===== src/rtl/hazard_pkg.sv =====
// Shared types and sizes for the pipeline hazard controller.
package hazard_pkg;

   typedef enum logic {
      ST_RUN    = 1'b0,
      ST_MCWAIT = 1'b1
   } state_e;

   localparam int unsigned MC_LAT_DEF = 4;
   localparam int unsigned CNT_W      = 16;
   localparam int unsigned MCC_W      = 4;

endpackage


===== src/rtl/sat_cnt.sv =====
// Saturating up-counter with enable; the async reset doubles as its clear.
module sat_cnt #(
   parameter int unsigned W = 16
) (
   input  logic         clk_i,
   input  logic         rst_ni,
   input  logic         en_i,
   output logic [W-1:0] cnt_o
);

   logic [W-1:0] cnt_q, cnt_d;

   always_comb begin
      cnt_d = cnt_q;
      if (en_i && (cnt_q != '1)) begin
         cnt_d = cnt_q + W'(1);
      end
   end

   always_ff @(posedge clk_i or negedge rst_ni) begin
      if (!rst_ni) begin
         cnt_q <= '0;
      end else begin
         cnt_q <= cnt_d;
      end
   end

   assign cnt_o = cnt_q;

endmodule


===== src/rtl/hazard_ctrl.sv =====
// Pipeline hazard controller: load-use stalls, multi-cycle op stalls,
// branch/jump flushes, plus stall and flush performance counters.
module hazard_ctrl
   import hazard_pkg::*;
#(
   parameter int unsigned MC_LAT = MC_LAT_DEF
) (
   input  logic             clkHC,
   input  logic             rstHC_n,
   input  logic             IDEX_MemRead,
   input  logic [4:0]       IDEX_Rt,
   input  logic [4:0]       IFID_Rs,
   input  logic [4:0]       IFID_Rt,
   input  logic             IFID_UsesRt,
   input  logic             IFID_Jump,
   input  logic             MC_Start,
   input  logic             EX_BrTaken,
   output logic             PCWrite,
   output logic             IFIDWrite,
   output logic             IFIDFlush,
   output logic             IDEXBubble,
   output logic             Busy,
   output logic [CNT_W-1:0] StallCnt,
   output logic [CNT_W-1:0] FlushCnt
);

   state_e           state_q, state_d;
   logic [MCC_W-1:0] cnt_q, cnt_d;
   logic             load_use_c;
   logic             pc_write_c, ifid_write_c, ifid_flush_c, idex_bubble_c;

   assign load_use_c = IDEX_MemRead && (IDEX_Rt != 5'd0) &&
                       ((IDEX_Rt == IFID_Rs) || (IFID_UsesRt && (IDEX_Rt == IFID_Rt)));

   // Next state and zero-latency control outputs; a taken branch overrides everything.
   always_comb begin
      state_d       = state_q;
      cnt_d         = cnt_q;
      pc_write_c    = 1'b1;
      ifid_write_c  = 1'b1;
      ifid_flush_c  = 1'b0;
      idex_bubble_c = 1'b0;

      if (EX_BrTaken) begin
         ifid_flush_c  = 1'b1;
         idex_bubble_c = 1'b1;
         state_d       = ST_RUN;
         cnt_d         = '0;
      end else if (state_q == ST_MCWAIT) begin
         if (cnt_q != '0) begin
            pc_write_c    = 1'b0;
            ifid_write_c  = 1'b0;
            idex_bubble_c = 1'b1;
            cnt_d         = cnt_q - MCC_W'(1);
         end else begin
            state_d = ST_RUN;
         end
      end else if (load_use_c) begin
         pc_write_c    = 1'b0;
         ifid_write_c  = 1'b0;
         idex_bubble_c = 1'b1;
      end else if (MC_Start) begin
         pc_write_c    = 1'b0;
         ifid_write_c  = 1'b0;
         idex_bubble_c = 1'b1;
         cnt_d         = MCC_W'(MC_LAT - 2);
         state_d       = ST_MCWAIT;
      end else if (IFID_Jump) begin
         ifid_flush_c = 1'b1;
      end

      // Hold the pipeline frozen and flushed while in reset.
      if (!rstHC_n) begin
         pc_write_c    = 1'b0;
         ifid_write_c  = 1'b0;
         ifid_flush_c  = 1'b1;
         idex_bubble_c = 1'b1;
      end
   end

   always_ff @(posedge clkHC or negedge rstHC_n) begin
      if (!rstHC_n) begin
         state_q <= ST_RUN;
         cnt_q   <= '0;
      end else begin
         state_q <= state_d;
         cnt_q   <= cnt_d;
      end
   end

   assign PCWrite    = pc_write_c;
   assign IFIDWrite  = ifid_write_c;
   assign IFIDFlush  = ifid_flush_c;
   assign IDEXBubble = idex_bubble_c;
   assign Busy       = (state_q == ST_MCWAIT);

   sat_cnt #(.W(CNT_W)) u_stall_cnt (
      .clk_i  (clkHC),
      .rst_ni (rstHC_n),
      .en_i   (~pc_write_c),
      .cnt_o  (StallCnt)
   );

   sat_cnt #(.W(CNT_W)) u_flush_cnt (
      .clk_i  (clkHC),
      .rst_ni (rstHC_n),
      .en_i   (ifid_flush_c),
      .cnt_o  (FlushCnt)
   );

endmodule

===== config.mk =====
export PLATFORM = sky130hd
export DESIGN_NAME = hazard_ctrl
export DESIGN_NICKNAME = d
export VERILOG_FILES = /design/src/rtl/hazard_pkg.sv /design/src/rtl/sat_cnt.sv /design/src/rtl/hazard_ctrl.sv
export SDC_FILE = /design/constraint.sdc
export NUM_CORES = 1
export LEC_CHECK = 0
export BUFFER_PORTS_ARGS = -buffer_cell sky130_fd_sc_hd__buf_2
export CORE_UTILIZATION = 50
export CTS_CLUSTER_DIAMETER = 50
export DETAILED_ROUTE_END_ITERATION = 8
export PLACE_DENSITY = 0.73
export REMOVE_ABC_BUFFERS = 1
export SLEW_MARGIN = 20
export SYNTH_ARGS = -nofsm -noshare
export SYNTH_HDL_FRONTEND = slang
export SYNTH_HIERARCHICAL = 1
export SYNTH_SLANG_ARGS = --single-unit

===== constraint.sdc =====
create_clock -name clkHC -period 3.4 [get_ports clkHC]
set_clock_uncertainty 0.05 [all_clocks]
set_input_delay 0.68 -clock clkHC [delete_from_list [all_inputs] [get_ports clkHC]]
set_output_delay 0.68 -clock clkHC [all_outputs]
set_load 0.02 [all_outputs]

# Word-level counts from Yosys, hierarchy flattened
# Cells that the tools add are included.
# classes
mux,26
n_addsub,3
eq_ne,6
bitwise,1
reduce_logical,10
# ops
op,count
$add 16x1->16 const B,2
$ne 16x16->1 const B,2
$mux 1,21
$mux 4,5
$eq 5x5->1,2
$logic_and 1x1->1,5
$reduce_bool 5->1,1
$reduce_bool 4->1,1
$sub 4x1->4 const B,1
$ne 3x2->1 const B,1
$ne 3x3->1 const B,1
$reduce_and 3->1,1
$reduce_bool 3->1,1
$logic_or 1x1->1,1
$not 1->1,1
# word_totals
wordCells,50
regBits,37
out_inout_bits,37
input_bits,22

# Longest topological paths before layout
# depth
ltp_word,10
ltp_mapped,9
mapped_depth_nobuf,9

# Hierarchy
# Netlist, hierarchy kept.
# by_module_without_submodules
module,cells_per_inst,n_inst,area_each_um2,seq_area_each_um2
sat_cnt,72,2,859.6,400.4
hazard_ctrl,63,1,514.2,125.1

# Worst setup path before layout
# OpenSTA, ideal clock, no wires.
# synth_path
path_type,input port to flip-flop
start,in IDEX_Rt[1]
end,reg u_flush_cnt.cnt_q[5] (netlist: u_flush_cnt/cnt_o[5])
slack_ns,0.636
arrival_time_ns,2.595
path_stages,8
t_required_ns,3.231
path_buffers,0
path_cell_list,or4_1 o21a_1 a21boi_2 a21bo_1 and3_1 and4_2 o211ai_1 o21a_1
# synth_between
elab_chain_len,9
elab_cells_between_ends,12
classes_between,2 x eq/ne; 4 x mux; 6 x reduce/logical
# synth_rtl
element,line,rtl
start: declaration,hazard_ctrl.sv:11,"input logic [4:0] IDEX_Rt,"
$eq 5x5->1,hazard_ctrl.sv:33,((IDEX_Rt == IFID_Rs) || (IFID_UsesRt && (IDEX_Rt == IFID_Rt)));
$logic_and 1x1->1,hazard_ctrl.sv:33,
$logic_or 1x1->1,hazard_ctrl.sv:33,
$logic_and 1x1->1 (*),hazard_ctrl.sv:32,assign load_use_c = IDEX_MemRead && (IDEX_Rt != 5'd0) &&
$mux 1 (*),hazard_ctrl.sv:58,end else if (load_use_c) begin
$mux 1 (*),hazard_ctrl.sv:49,end else if (state_q == ST_MCWAIT) begin
$mux 1 (*),hazard_ctrl.sv:44,if (EX_BrTaken) begin
$mux 1 (*),hazard_ctrl.sv:73,if (!rstHC_n) begin
net IFIDFlush,hazard_ctrl.sv:20,"output logic IFIDFlush,"
$logic_and 1x1->1 (*),sat_cnt.sv:15,if (en_i && (cnt_q != '1)) begin
end signal: assignment,sat_cnt.sv:24,cnt_q <= cnt_d;
end: declaration,sat_cnt.sv:11,"logic [W-1:0] cnt_q, cnt_d;"
# The timed path passes the listed nets; every way through them passes the cells marked *.
# A chain may end at the register's enable or synchronous reset.

# Worst setup path after layout
# layout_path
start,in IDEX_Rt[1]
end,out IFIDFlush
# layout_between
elab_chain_len,8
elab_cells_between_ends,11
classes_between,2 x eq/ne; 4 x mux; 5 x reduce/logical
# layout_rtl
element,line
$eq 5x5->1,hazard_ctrl.sv:33
$logic_and 1x1->1,hazard_ctrl.sv:33
$logic_or 1x1->1,hazard_ctrl.sv:33
$logic_and 1x1->1 (*),hazard_ctrl.sv:32
$mux 1 (*),hazard_ctrl.sv:58
$mux 1 (*),hazard_ctrl.sv:49
$mux 1 (*),hazard_ctrl.sv:44
$mux 1 (*),hazard_ctrl.sv:73
end: declaration,hazard_ctrl.sv:20
# Mark *: on every way between the ends. The rest lies on a longest branch, timed or not.

==> flow_summary.json <==
{
  "cts_repair_resize_count": 0,
  "vias_per_cell": 5.86,
  "grt_pass1_wl_um": 8040,
  "vdd_drop_max_v": 0.000372,
  "cts_hold_buf": 0,
  "clkSinkCount": 37,
  "drt_iter0_drc": 175,
  "clkSlewWorstSetupHoldPaths_ns": 0.07,
  "final_hold_viol_count": 0,
  "area_delta_synth_final_pct": 21.2,
  "power_frac_clock_pct": 24.5,
  "routedWlPerCell_um": 14.7,
  "netlist_area_sq_um": 2230,
  "leakage_nw": 1.22,
  "power.total_w": 0.00160,
  "layout.cell_area.non_filler_sq_um": 2710,
  "io_pins": 59,
  "synth_top_area_cell": "dfrtp_1",
  "diodes": 0,
  "placedCellCount": 315,
  "power.share.switching_pct": 38.7,
  "numPortBuffers": 58,
  "worstPathRequired_ns": 2.67,
  "combPwrFrac_pct": 33.0,
  "p_switching_w": 0.000621,
  "status": "finished, final reports clean",
  "placed_cell_area_sq_um": 2590,
  "rsz0062_at_grt": "no",
  "drc": 0,
  "ys_top_cells_by_area": "dfrtp_1 (41%), xnor2_1 (7.8%), nand4_1 (4.8%), nor4_4 (3.8%), o21a_1 (3.7%)",
  "finalCritPeriodShare_pct": 88.3,
  "routed-via-count": 1892,
  "finalNetCount": 298,
  "die_width_um": 68.8,
  "tns_ns": 0,
  "cts_buffer_depth": 2,
  "initial_core_util_pct": 53.9,
  "place_congestion": 0.822,
  "hold_path_class": "input port to async pin",
  "die_area_sq_um": 4740,
  "nFillCells": 353,
  "drive_gt1_share_pct": 33.3,
  "drv_slew": 0,
  "final_common_cell": "buf_2",
  "insertion_delay_ns": 0.28,
  "numCtsBuffers": 5,
  "hpwl_um": 3510,
  "period_needed_ns": 3.00,
  "max_slew_margin_pct": 72.6,
  "ys_ff_latch": 37,
  "cp.arrival_ns": 2.27,
  "crit_type": "input port to output pin",
  "routed_wl_um": 4750,
  "finalSetupViolCount": 0,
  "r2r_setup_slack_ns": 0.96,
  "core_area_sq_um": 4140,
  "grt.overflow.total": 0,
  "tritoncts": "done",
  "p_seq_share_pct": 42.6,
  "cts-htree-levels": 2,
  "internal_power_w": 0.000983,
  "p_per_area_nw_per_um2": 593,
  "root_buffer": "clkbuf_8",
  "ys_seq_area_share_pct": 41.5,
  "yosys_warnings": 6,
  "cp-end-kind": "output pin",
  "tightest_slew_ns": 0.412,
  "rows": 23,
  "die_h_um": 68.8,
  "synthCells": 207,
  "startpoint_type": "input port",
  "grt_pass1_vias": 1722,
  "ys_types": 45,
  "whs_ns": 0.268,
  "cp_max_fo": 6,
  "fmaxAchievable_mhz": 333,
  "grt_max_degree": 23,
  "grt.total_usage_pct": 22.9,
  "max_cap_viol_count": 0,
  "mostFrequentLayoutCells": "buf_2 (58), dfrtp_1 (37), xnor2_1 (20), nand4_1 (17), nand2_1 (14)",
  "yosysTopAreaCellShare_pct": 41.5,
  "post-cts-setup-buffer-count": 0,
  "antenna_found_initial": 0,
  "fin_cells": 323,
  "ant_nets": 0,
  "dr.pass1.iters": 4,
  "postSynthAreaPerCell_sq_um": 10.8
}
[kinds of logic (layout without fill, tap and decap cells)]
kind of cell    after synthesis  after routing  synth area share [%]
compound gates               51             51                  16.8
xor+xnor                     24             24                  9.41
fa+ha+maj                     4              4                  2.24
buf+inv                       5             71                  1.01
flops                        37             37                  41.5
mux                           2              2                  1.01
simple gates                 84             84                  28.1
[cell type report]
class	count	area (sq um)	area share [%]
multi-input cells	165	1280	47.5
flip-flops and latches	37	926	34.2
repair buffers	60	305	11.3
clock buffers	7	86.3	3.19
well taps	50	62.6	2.31
clock inverters	1	30.0	1.11
inverters	3	11.3	0.416
[path summary, 6_finish.rpt]
| check | start | endpoint | cells past startpoint |
|---|---|---|---|
| worst min register to register | u_stall_cnt/cnt_o[15] | u_stall_cnt/cnt_o[15] | 1 |
| worst max-delay path | IDEX_Rt[1] | IFIDFlush | 6 |
| worst min-delay path | rstHC_n | u_flush_cnt/cnt_o[12] | 1 |
| worst max register to register | cnt_q[0] | u_stall_cnt/cnt_o[15] | 9 |
| max in group asynchronous | rstHC_n | u_stall_cnt/cnt_o[2] | 2 |
| min in group clkHC | u_stall_cnt/cnt_o[15] | u_stall_cnt/cnt_o[15] | 1 |
[per-stage QoR]
| step | util, % | setup slack, ns |
|---|---|---|
| 3_5_place_dp | 62.5 | 0.421 |
| 3_3_place_gp | 62.5 | 0.469 |
| 6_report | 65.3 | 0.398 |
| 4_1_cts | 65.3 | 0.410 |
| 2_1_floorplan | - | 0.636 |
| 5_1_grt | 65.3 | 0.312 |
[worst max-delay path: stages]
cell and delay [ns]:
buf_2 0.12, or4_1 0.53, o21a_1 0.22, a21boi_2 0.21, a21bo_1 0.29, buf_2 0.22
[cells in the mapped netlist, drive strengths merged]
cell    count
a21bo       1
a32oi       2
and4b       2
clkbuf      1
buf         1
a31o        1
nor2b       1
a21oi       8
nand4      21
ha          4
nor3        3
inv         3
xor2        4
and4bb      1
o22ai       1
nor2       10
a22oi       2
a31oi       7
mux2        2
o21a       11
o22a        1
nand2      14
or4         2
o21ba       1
o31ai       4
o21ai       8
o211ai      2
and4        6
and3        4
a21boi      1
nor4        5
o31a        1
nand2b      2
xnor2      20
nand3      13
dfrtp      37
[power by group through the flow]
stage	Clock, W	Sequential [W]	Combinational [W]
2_1_floorplan	0	0.000771	0.000258
3_3_place_gp	0	0.000693	0.000517
3_5_place_dp	0	0.000695	0.000527
4_1_cts	0.000402	0.000686	0.000533
5_1_grt	0.000422	0.000705	0.000586
6_report	0.000392	0.000683	0.000529
[sequential cells by signal, indices dropped and copies added, names as in the netlist]
register           cells
u_flush_cnt/cnt_o     16
cnt_q                  4
u_stall_cnt/cnt_o     16
Busy                   1
[layer usage]
| metal | track usage [%] | part of all wire (%) | vias to the layer above |
|---|---|---|---|
| met4 | 8.16 | 1.9 | 0 |
| met1 | 31.1 | 47 | 900 |
| met3 | 5.43 | 4.2 | 10 |
| met5 | 0 | 0 | - |
| li1 | - | - | 935 |
| met2 | 35.5 | 46 | 47 |
No activity file was read; power rests on OpenSTA's default activity.
